`src/rtl/div_sequencer.sv`:
```
// Multi-cycle radix-2 restoring divider for the RV32IM execute stage.
// Fixed WIDTH+1 cycle latency from accept to done_o; stalls the pipeline while iterating.
module div_sequencer #(
    parameter int unsigned WIDTH = 32
) (
    input  logic             clk_i,
    input  logic             reset_ni,
    input  logic             start_i,
    input  logic [1:0]       op_i,
    input  logic [WIDTH-1:0] a_i,
    input  logic [WIDTH-1:0] b_i,
    input  logic [4:0]       rd_i,
    input  logic             flush_i,
    output logic             ex_stall_o,
    output logic             done_o,
    output logic [WIDTH-1:0] result_o,
    output logic [4:0]       rd_o
);

    typedef enum logic [1:0] {
        S_IDLE,
        S_CALC,
        S_DONE
    } state_t;

    localparam logic [5:0] LAST_CNT = 6'(WIDTH - 1);

    state_t           state_q, state_d;
    logic [5:0]       cnt_q;
    logic [WIDTH:0]   rem_q;
    logic [WIDTH-1:0] quo_q;
    logic [WIDTH-1:0] divisor_q;
    logic             rem_sel_q;
    logic             qneg_q;
    logic             rneg_q;
    logic [4:0]       rd_q;

    logic             accept;
    logic             signed_op;
    logic [WIDTH-1:0] a_abs, b_abs;
    logic [WIDTH+1:0] shifted;
    logic [WIDTH:0]   diff;
    logic             ge;
    logic [WIDTH:0]   rem_nxt;
    logic [WIDTH-1:0] quo_nxt;
    logic [WIDTH-1:0] q_fix, r_fix;

    assign accept    = start_i && !flush_i && (state_q != S_CALC);
    assign signed_op = ~op_i[0];
    assign a_abs     = (signed_op && a_i[WIDTH-1]) ? -a_i : a_i;
    assign b_abs     = (signed_op && b_i[WIDTH-1]) ? -b_i : b_i;

    // One restoring step: shift in the next dividend bit, subtract if it fits.
    assign shifted = {rem_q, quo_q[WIDTH-1]};
    assign diff    = shifted[WIDTH:0] - {1'b0, divisor_q};
    assign ge      = (shifted >= {2'b00, divisor_q});
    assign rem_nxt = ge ? diff : shifted[WIDTH:0];
    assign quo_nxt = {quo_q[WIDTH-2:0], ge};
    assign q_fix   = qneg_q ? -quo_nxt : quo_nxt;
    assign r_fix   = rneg_q ? -rem_nxt[WIDTH-1:0] : rem_nxt[WIDTH-1:0];

    assign ex_stall_o = (state_q == S_CALC);
    assign done_o     = (state_q == S_DONE);

    always_ff @(posedge clk_i or negedge reset_ni) begin
        if (!reset_ni) begin
            state_q <= S_IDLE;
        end else begin
            state_q <= state_d;
        end
    end

    always_comb begin
        state_d = state_q;
        unique case (state_q)
            S_IDLE: if (start_i && !flush_i) state_d = S_CALC;
            S_CALC: begin
                if (flush_i) begin
                    state_d = S_IDLE;
                end else if (cnt_q == LAST_CNT) begin
                    state_d = S_DONE;
                end
            end
            S_DONE: state_d = (start_i && !flush_i) ? S_CALC : S_IDLE;
            default: state_d = S_IDLE;
        endcase
    end

    // Divide-by-zero leaves the quotient as all ones (no negation); the remainder
    // path naturally yields |a| which rneg turns back into a.
    always_ff @(posedge clk_i or negedge reset_ni) begin
        if (!reset_ni) begin
            cnt_q     <= '0;
            rem_q     <= '0;
            quo_q     <= '0;
            divisor_q <= '0;
            rem_sel_q <= 1'b0;
            qneg_q    <= 1'b0;
            rneg_q    <= 1'b0;
            rd_q      <= '0;
            result_o  <= '0;
            rd_o      <= '0;
        end else if (accept) begin
            cnt_q     <= '0;
            rem_q     <= '0;
            quo_q     <= a_abs;
            divisor_q <= b_abs;
            rem_sel_q <= op_i[1];
            qneg_q    <= signed_op && (a_i[WIDTH-1] ^ b_i[WIDTH-1]) && (b_i != '0);
            rneg_q    <= signed_op && a_i[WIDTH-1];
            rd_q      <= rd_i;
        end else if (state_q == S_CALC && !flush_i) begin
            cnt_q <= cnt_q + 6'd1;
            rem_q <= rem_nxt;
            quo_q <= quo_nxt;
            if (cnt_q == LAST_CNT) begin
                result_o <= rem_sel_q ? r_fix : q_fix;
                rd_o     <= rd_q;
            end
        end
    end

endmodule

```
`config.mk`:
```
export PLATFORM = sky130hd
export DESIGN_NAME = div_sequencer
export DESIGN_NICKNAME = d
export VERILOG_FILES = /design/src/rtl/div_sequencer.sv
export SDC_FILE = /design/constraint.sdc
export NUM_CORES = 1
export LEC_CHECK = 0
export ABC_AREA = 1
export ABC_CLOCK_PERIOD_IN_PS = 5400
export CORE_MARGIN = 4
export CORE_UTILIZATION = 60
export CTS_BUF_LIST = sky130_fd_sc_hd__clkbuf_2 sky130_fd_sc_hd__clkbuf_4 sky130_fd_sc_hd__clkbuf_8
export DETAILED_ROUTE_END_ITERATION = 8
export PLACE_DENSITY = 0.91
export REMOVE_ABC_BUFFERS = 1
export SYNTH_ARGS = -nofsm -noshare
export SYNTH_HDL_FRONTEND = slang
export SYNTH_SLANG_ARGS = --single-unit
```
`constraint.sdc`:
```
create_clock -name clk_i -period 5.4 [get_ports clk_i]
set_input_delay 1.62 -clock clk_i [delete_from_list [all_inputs] [get_ports clk_i]]
set_output_delay 1.62 -clock clk_i [all_outputs]
set_load 0.01 [all_outputs]
```
; ---- Yosys cells after proc, flatten, opt, wreduce, memory -nomap -nowiden
; Index checks and enable logic that the tools add are counted.
[word_totals]
regBits = 150
input_bits = 75
out_inout_bits = 39
[op_classes]
add_sub_neg = 6
order_cmp = 1
n_eq_ne = 6
n_mux = 17
bitwise_logic = 3
n_reduce_logical = 13
[ops]
columns = op, n
row1 = two-way mux 32 bit, 7
row2 = negation 32 bit, 4
row3 = two-way mux 33 bit, 3
row4 = >= comparator 34 x 32 -> 1 bit, 1
row5 = subtractor 33 x 32 -> 33 bit, 1
row6 = nonzero test 32 bit, 1
row7 = two-way mux 6 bit, 2
row8 = logical AND 1 bit, 7
row9 = adder 6 x 1 -> 6 bit (second input constant), 1
row10 = == test 6 x 5 -> 1 bit (second input constant), 1
row11 = two-way mux 2 bit, 3
row12 = case mux 2 bit (3 select lines), 1
row13 = inequality test 3 x 2 -> 1 bit (second input constant), 1
row14 = AND reduction 3 bit, 1
row15 = == test 2 x 1 -> 1 bit (second input constant), 1
row16 = == test 2 bit (second input constant), 1
row17 = logical NOT 2 bit, 1
row18 = inequality test 2 x 1 -> 1 bit (second input constant), 1
row19 = inequality test 2 bit (second input constant), 1
row20 = NOT 1 bit, 2
row21 = AND reduction 2 bit, 1
row22 = nonzero test 2 bit, 1
row23 = logical NOT 1 bit, 1
row24 = two-way mux 1 bit, 1
row25 = bitwise XOR 1 bit, 1

; ---- Logic depth before layout (Yosys ltp)
[logic_depth]
depth_word = 5
depth_mapped = 30

; ---- Least setup slack after synthesis
; No wires, ideal clock.
[synth_path]
path_kind = register to register
startpoint = reg quo_q[31]
endpoint = reg result_o[30]
arrival_time_ns = 3.690
t_required_ns = 5.323
slack_ns = 1.633
path_stages_with_launch = 29
path_buffers = 2
period_less_slack_ns = 3.767
cell_sequence = dfrtp_1 > inv_1 > ha_1 > inv_1 > fa_1 > nand3_1 > nand3_2 > nand2_2 > nand2_2 > nand2_4 > nand2_4 > buf_12 > inv_2 > buf_4 > ha_1 > nand2_1 > nor3_1 > nand3_1 > nor2_1 > nor2_1 > a21oi_1 > o21ai_0 > inv_1 > o21ai_0 > a21oi_1 > o21ai_0 > nand2_1 > inv_1 > a21oi_1
[synth_via]
elab_chain_cells = 5
[synth_lines]
columns = element, line
row1 = "start, declared", 31  ; logic [WIDTH-1:0] quo_q;
row2 = "start signal, assigned", 106  ; quo_q <= a_abs;
row3 = "start signal, assigned", 115  ; quo_q <= quo_nxt;
row4 = subtractor 33 x 32 -> 33 bit / >= comparator 34 x 32 -> 1 bit (equally long branches), "55, 56"
row5 = two-way mux 33 bit, 57  ; assign rem_nxt = ge ? diff : shifted[WIDTH:0];
row6 = negation 32 bit, 60  ; assign r_fix = rneg_q ? -rem_nxt[WIDTH-1:0] : rem_nxt[WIDTH-1:0];
row7 = two-way mux 32 bit, 60
row8 = two-way mux 32 bit (*), 117  ; result_o <= rem_sel_q ? r_fix : q_fix;
row9 = "end signal, assigned", 117
row10 = "end, declared", 16  ; output logic [WIDTH-1:0] result_o,
; Every way passes the cells marked *; elsewhere a longest branch is shown, timed or not.
; A chain may end at the register's enable or synchronous reset.

; ---- Worst setup path after layout
; Ends and elaborated chain as after synthesis.

==> impl_metrics.xml <==
<?xml version="1.0" encoding="UTF-8"?>
<metrics>
  <group name="run_status">
    <metric name="outcome" unit="">completed</metric>
  </group>
  <group name="route">
    <metric name="post_route_drc" unit="">0</metric>
    <metric name="wl_met1" unit="µm">17200</metric>
    <metric name="detail_route.wl_per_cell" unit="µm">17.5</metric>
    <metric name="drtPass1Iterations" unit="">6</metric>
    <metric name="routed_wirelength" unit="µm">40000</metric>
    <metric name="route.vias.total" unit="">13252</metric>
    <metric name="met2_length" unit="µm">18600</metric>
    <metric name="drt-vias-per-instance" unit="">5.78</metric>
    <metric name="met3WireLength" unit="µm">3280</metric>
    <metric name="top_layer_used" unit="">met4</metric>
    <metric name="drt.antenna.violating_nets" unit="">0</metric>
    <metric name="drtIter0Drc" unit="">1396</metric>
  </group>
  <group name="global_routing">
    <metric name="antenna_found_initial" unit="">0</metric>
    <metric name="global_route.overflow_total" unit="">0</metric>
    <metric name="pin_count_of_the_biggest_net_entering_global_routing" unit="">98</metric>
    <metric name="first_pass_grt_wire_length" unit="µm">64500</metric>
    <metric name="via_count_of_the_first_global_routing_pass" unit="">12575</metric>
    <metric name="overall_fraction_of_global_route_tracks_in_use" unit="%">34.0</metric>
  </group>
  <group name="floorplan">
    <metric name="initial_utilization" unit="%">61.2</metric>
    <metric name="fp-row-count" unit="">52</metric>
    <metric name="die_x" unit="µm">152</metric>
    <metric name="die_h" unit="µm">152</metric>
    <metric name="pin_count" unit="">114</metric>
    <metric name="core_area" unit="µm²">20400</metric>
    <metric name="fp.dieArea" unit="µm²">23100</metric>
  </group>
  <group name="layout">
    <metric name="design_area" unit="µm²">14200</metric>
    <metric name="diodes_inserted" unit="">0</metric>
    <metric name="drive_above_1_share" unit="%">7.22</metric>
    <metric name="nNetsFinal" unit="">2121</metric>
    <metric name="layout-area-overhead-vs-synth" unit="%">13.6</metric>
    <metric name="layout.cells.most_common_list" unit="">484 x sky130_fd_sc_hd__nand2_1, 263 x sky130_fd_sc_hd__inv_1, 189 x sky130_fd_sc_hd__nor2_1</metric>
    <metric name="layout.core_utilization" unit="%">69.5</metric>
    <metric name="most_common_library_cell_in_the_layout_ignoring_fill_and_taps" unit="">sky130_fd_sc_hd__nand2_1</metric>
  </group>
  <group name="power">
    <metric name="peakVddDrop" unit="mV">0.731</metric>
    <metric name="cellPowerDensity" unit="nW/µm²">588</metric>
    <metric name="power_leakage" unit="nW">7.08</metric>
  </group>
  <group name="clock_tree">
    <metric name="clock_insertion_delay_worst_skew" unit="ns">0.47</metric>
    <metric name="cts-htree-levels" unit="">4</metric>
    <metric name="cts_root_buffer" unit="">sky130_fd_sc_hd__clkbuf_8</metric>
    <metric name="count_of_instances_resized_after_the_clock_tree_is_built" unit="">0</metric>
    <metric name="cts.repair_timing.setup_buffer_count" unit="">0</metric>
    <metric name="ctsLongestPathBuffers" unit="">2</metric>
    <metric name="cts.reportedPaths.clkPinSlew" unit="ns">0.10</metric>
    <metric name="cts-buffers-inserted" unit="">17</metric>
    <metric name="hold_buffers" unit="">0</metric>
    <metric name="cts_tree" unit="">done</metric>
    <metric name="clkSinkCount" unit="">150</metric>
  </group>
  <group name="synthesis">
    <metric name="synthesized_area_divided_by_synthesized_cell_count" unit="µm²">6.48</metric>
    <metric name="synth_cell_types" unit="">52</metric>
    <metric name="synthesis.yosys.warnings" unit="">0</metric>
    <metric name="ys_async_sr_fraction" unit="%">100</metric>
    <metric name="synthCells" unit="">1924</metric>
    <metric name="postSynth.topFlopCell" unit="">sky130_fd_sc_hd__dfrtp_1</metric>
    <metric name="ys_ff_latch" unit="">150</metric>
    <metric name="synth-seq-area-share" unit="%">30.1</metric>
    <metric name="synth-edff-count" unit="">0</metric>
    <metric name="mappedNetlistArea" unit="µm²">12500</metric>
  </group>
  <group name="setup_path">
    <metric name="startpoint_type" unit="">flip-flop</metric>
    <metric name="timing.critical_path.max_delay_family" unit="">simple AND/OR/NAND/NOR gates</metric>
    <metric name="critPathBufInv" unit="">5</metric>
    <metric name="timing.setup.critical_path_class" unit="">reg -&gt; reg</metric>
    <metric name="worstPathRequired" unit="ns">5.78</metric>
    <metric name="arrival" unit="ns">5.08</metric>
    <metric name="critical_path.endpoint_type" unit="">flip-flop</metric>
    <metric name="critical_path.max_fanout" unit="">21</metric>
    <metric name="critical_path.max_stage_delay" unit="ns">0.43</metric>
    <metric name="slowest_stage" unit="">sky130_fd_sc_hd__fa_1</metric>
    <metric name="crit_top_cell" unit="">sky130_fd_sc_hd__inv_1</metric>
  </group>
  <group name="timing">
    <metric name="tightest_slew" unit="ns">1.18</metric>
    <metric name="maxClockFrequency" unit="MHz">213</metric>
    <metric name="period_share" unit="%">87.0</metric>
    <metric name="final-setup-viol-count" unit="">0</metric>
    <metric name="timing_hold_violations_final" unit="">0</metric>
    <metric name="finClkSkew" unit="ns">0.0218</metric>
    <metric name="grt_setup_unrepaired" unit="">false</metric>
    <metric name="post_route_setup_tns" unit="ns">0</metric>
    <metric name="finalCriticalPeriod" unit="ns">4.70</metric>
    <metric name="maxSlewHeadroom" unit="%">20.9</metric>
    <metric name="final-max-slew-violation-count" unit="">0</metric>
    <metric name="fin_ws" unit="ns">0.700</metric>
  </group>
  <group name="placed_design">
    <metric name="place_congestion" unit="">1.01</metric>
    <metric name="place_hpwl" unit="µm">30800</metric>
    <metric name="port_buffers" unit="">113</metric>
    <metric name="worst_slack_at_placement" unit="ns">0.716</metric>
    <metric name="placed_area" unit="µm²">13700</metric>
  </group>
  <group name="flow_run">
    <metric name="max_cap_viol_count" unit="">0</metric>
  </group>
  <group name="min_path">
    <metric name="hold_path.class" unit="">reg -&gt; reg</metric>
  </group>
</metrics>
[layer usage]
metal / vias to the layer above / GRT usage (%)
met5: - / 0
met4: 0 / 8.90
met3: 68 / 4.88
met2: 638 / 55.1
met1: 6152 / 48.1
li1: 6394 / -
[registers in the layout, summed over array words and instances (netlist names)]
register	count
rd_o	5
quo_q	32
rneg_q	1
rem_q	33
result_o	32
qneg_q	1
divisor_q	32
state_q	2
rem_sel_q	1
cnt_q	6
rd_q	5
[stage by stage]
stage                     hold WS [ns]  power, mW  cells
after detailed placement         0.463       7.21   2259
final                            0.483       8.32   2291
after CTS                        0.491       8.18   2291
after floorplan                  0.441       5.69   1859
after global placement           0.457       7.12   2259
after global routing             0.513       9.06   2291
[power by group]
part	internal, mW	switching [mW]	leakage (nW)	total, mW
Combinational	1.74	4.01	4.91	5.76
Sequential	1.36	0.247	1.96	1.61
Clock	0.434	0.523	0.215	0.956
Total	3.54	4.78	7.08	8.32
[worst min-delay path, stage by stage (launching register included)]
cell and delay, ns:
sky130_fd_sc_hd__dfrtp_1 0.36, sky130_fd_sc_hd__nand2_1 0.05, sky130_fd_sc_hd__nand2_1 0.05
[cell usage after synthesis (10+ instances only)]
cell type	number	area (µm²)
sky130_fd_sc_hd__nand3_1	129	646
sky130_fd_sc_hd__nand2_1	484	1820
sky130_fd_sc_hd__clkbuf_1	47	176
sky130_fd_sc_hd__a31oi_1	20	125
sky130_fd_sc_hd__o21ai_1	10	50.1
sky130_fd_sc_hd__o22ai_1	15	93.8
sky130_fd_sc_hd__inv_1	263	987
sky130_fd_sc_hd__a21oi_1	98	490
sky130_fd_sc_hd__inv_2	12	45.0
sky130_fd_sc_hd__xor2_1	47	412
sky130_fd_sc_hd__dfrtp_1	150	3750
sky130_fd_sc_hd__ha_1	37	463
sky130_fd_sc_hd__xnor2_1	18	158
sky130_fd_sc_hd__nor2_1	190	713
sky130_fd_sc_hd__o211ai_1	17	128
sky130_fd_sc_hd__o21ai_0	185	926
sky130_fd_sc_hd__nand4_1	21	131
sky130_fd_sc_hd__nand2_2	30	188
sky130_fd_sc_hd__nor2_2	16	100
sky130_fd_sc_hd__nor3_1	35	175
[layout make-up]
cell class	instances	area, µm²
multi-input cells	1430	7340
clock inverters	15	183
well taps	270	338
clock buffers	17	234
inverters	279	1050
flip-flops and latches	150	3750
repair buffers	130	1260
fillers	1815	6210
[worst paths after layout]
| kind | startpoint | end | slack, ns | depth (start not counted) |
|---|---|---|---|---|
| worst min-delay path | rd_q[1] | rd_q[1] | 0.48 | 2 |
| min in group asynchronous | reset_ni | divisor_q[7] | 1.19 | 1 |
| worst min register to register | rd_q[1] | rd_q[1] | 0.48 | 2 |
| max in group asynchronous | reset_ni | rem_q[32] | 3.18 | 2 |
| worst max register to register | quo_q[31] | result_o[30] | 0.70 | 26 |
| worst max-delay path | quo_q[31] | result_o[30] | 0.70 | 26 |
[kinds of logic (layout without fill, tap and decap cells)]
logic type | after synthesis | after routing | share of synthesized area [%]
compound gates | 376 | 376 | 16.7
xor+xnor | 65 | 65 | 4.57
fa+ha+maj | 38 | 38 | 3.87
buf+inv | 344 | 441 | 11.1
flops | 150 | 150 | 30.1
mux | 5 | 5 | 0.401
simple gates | 946 | 946 | 33.2
Power figures use the tool's default switching activity.
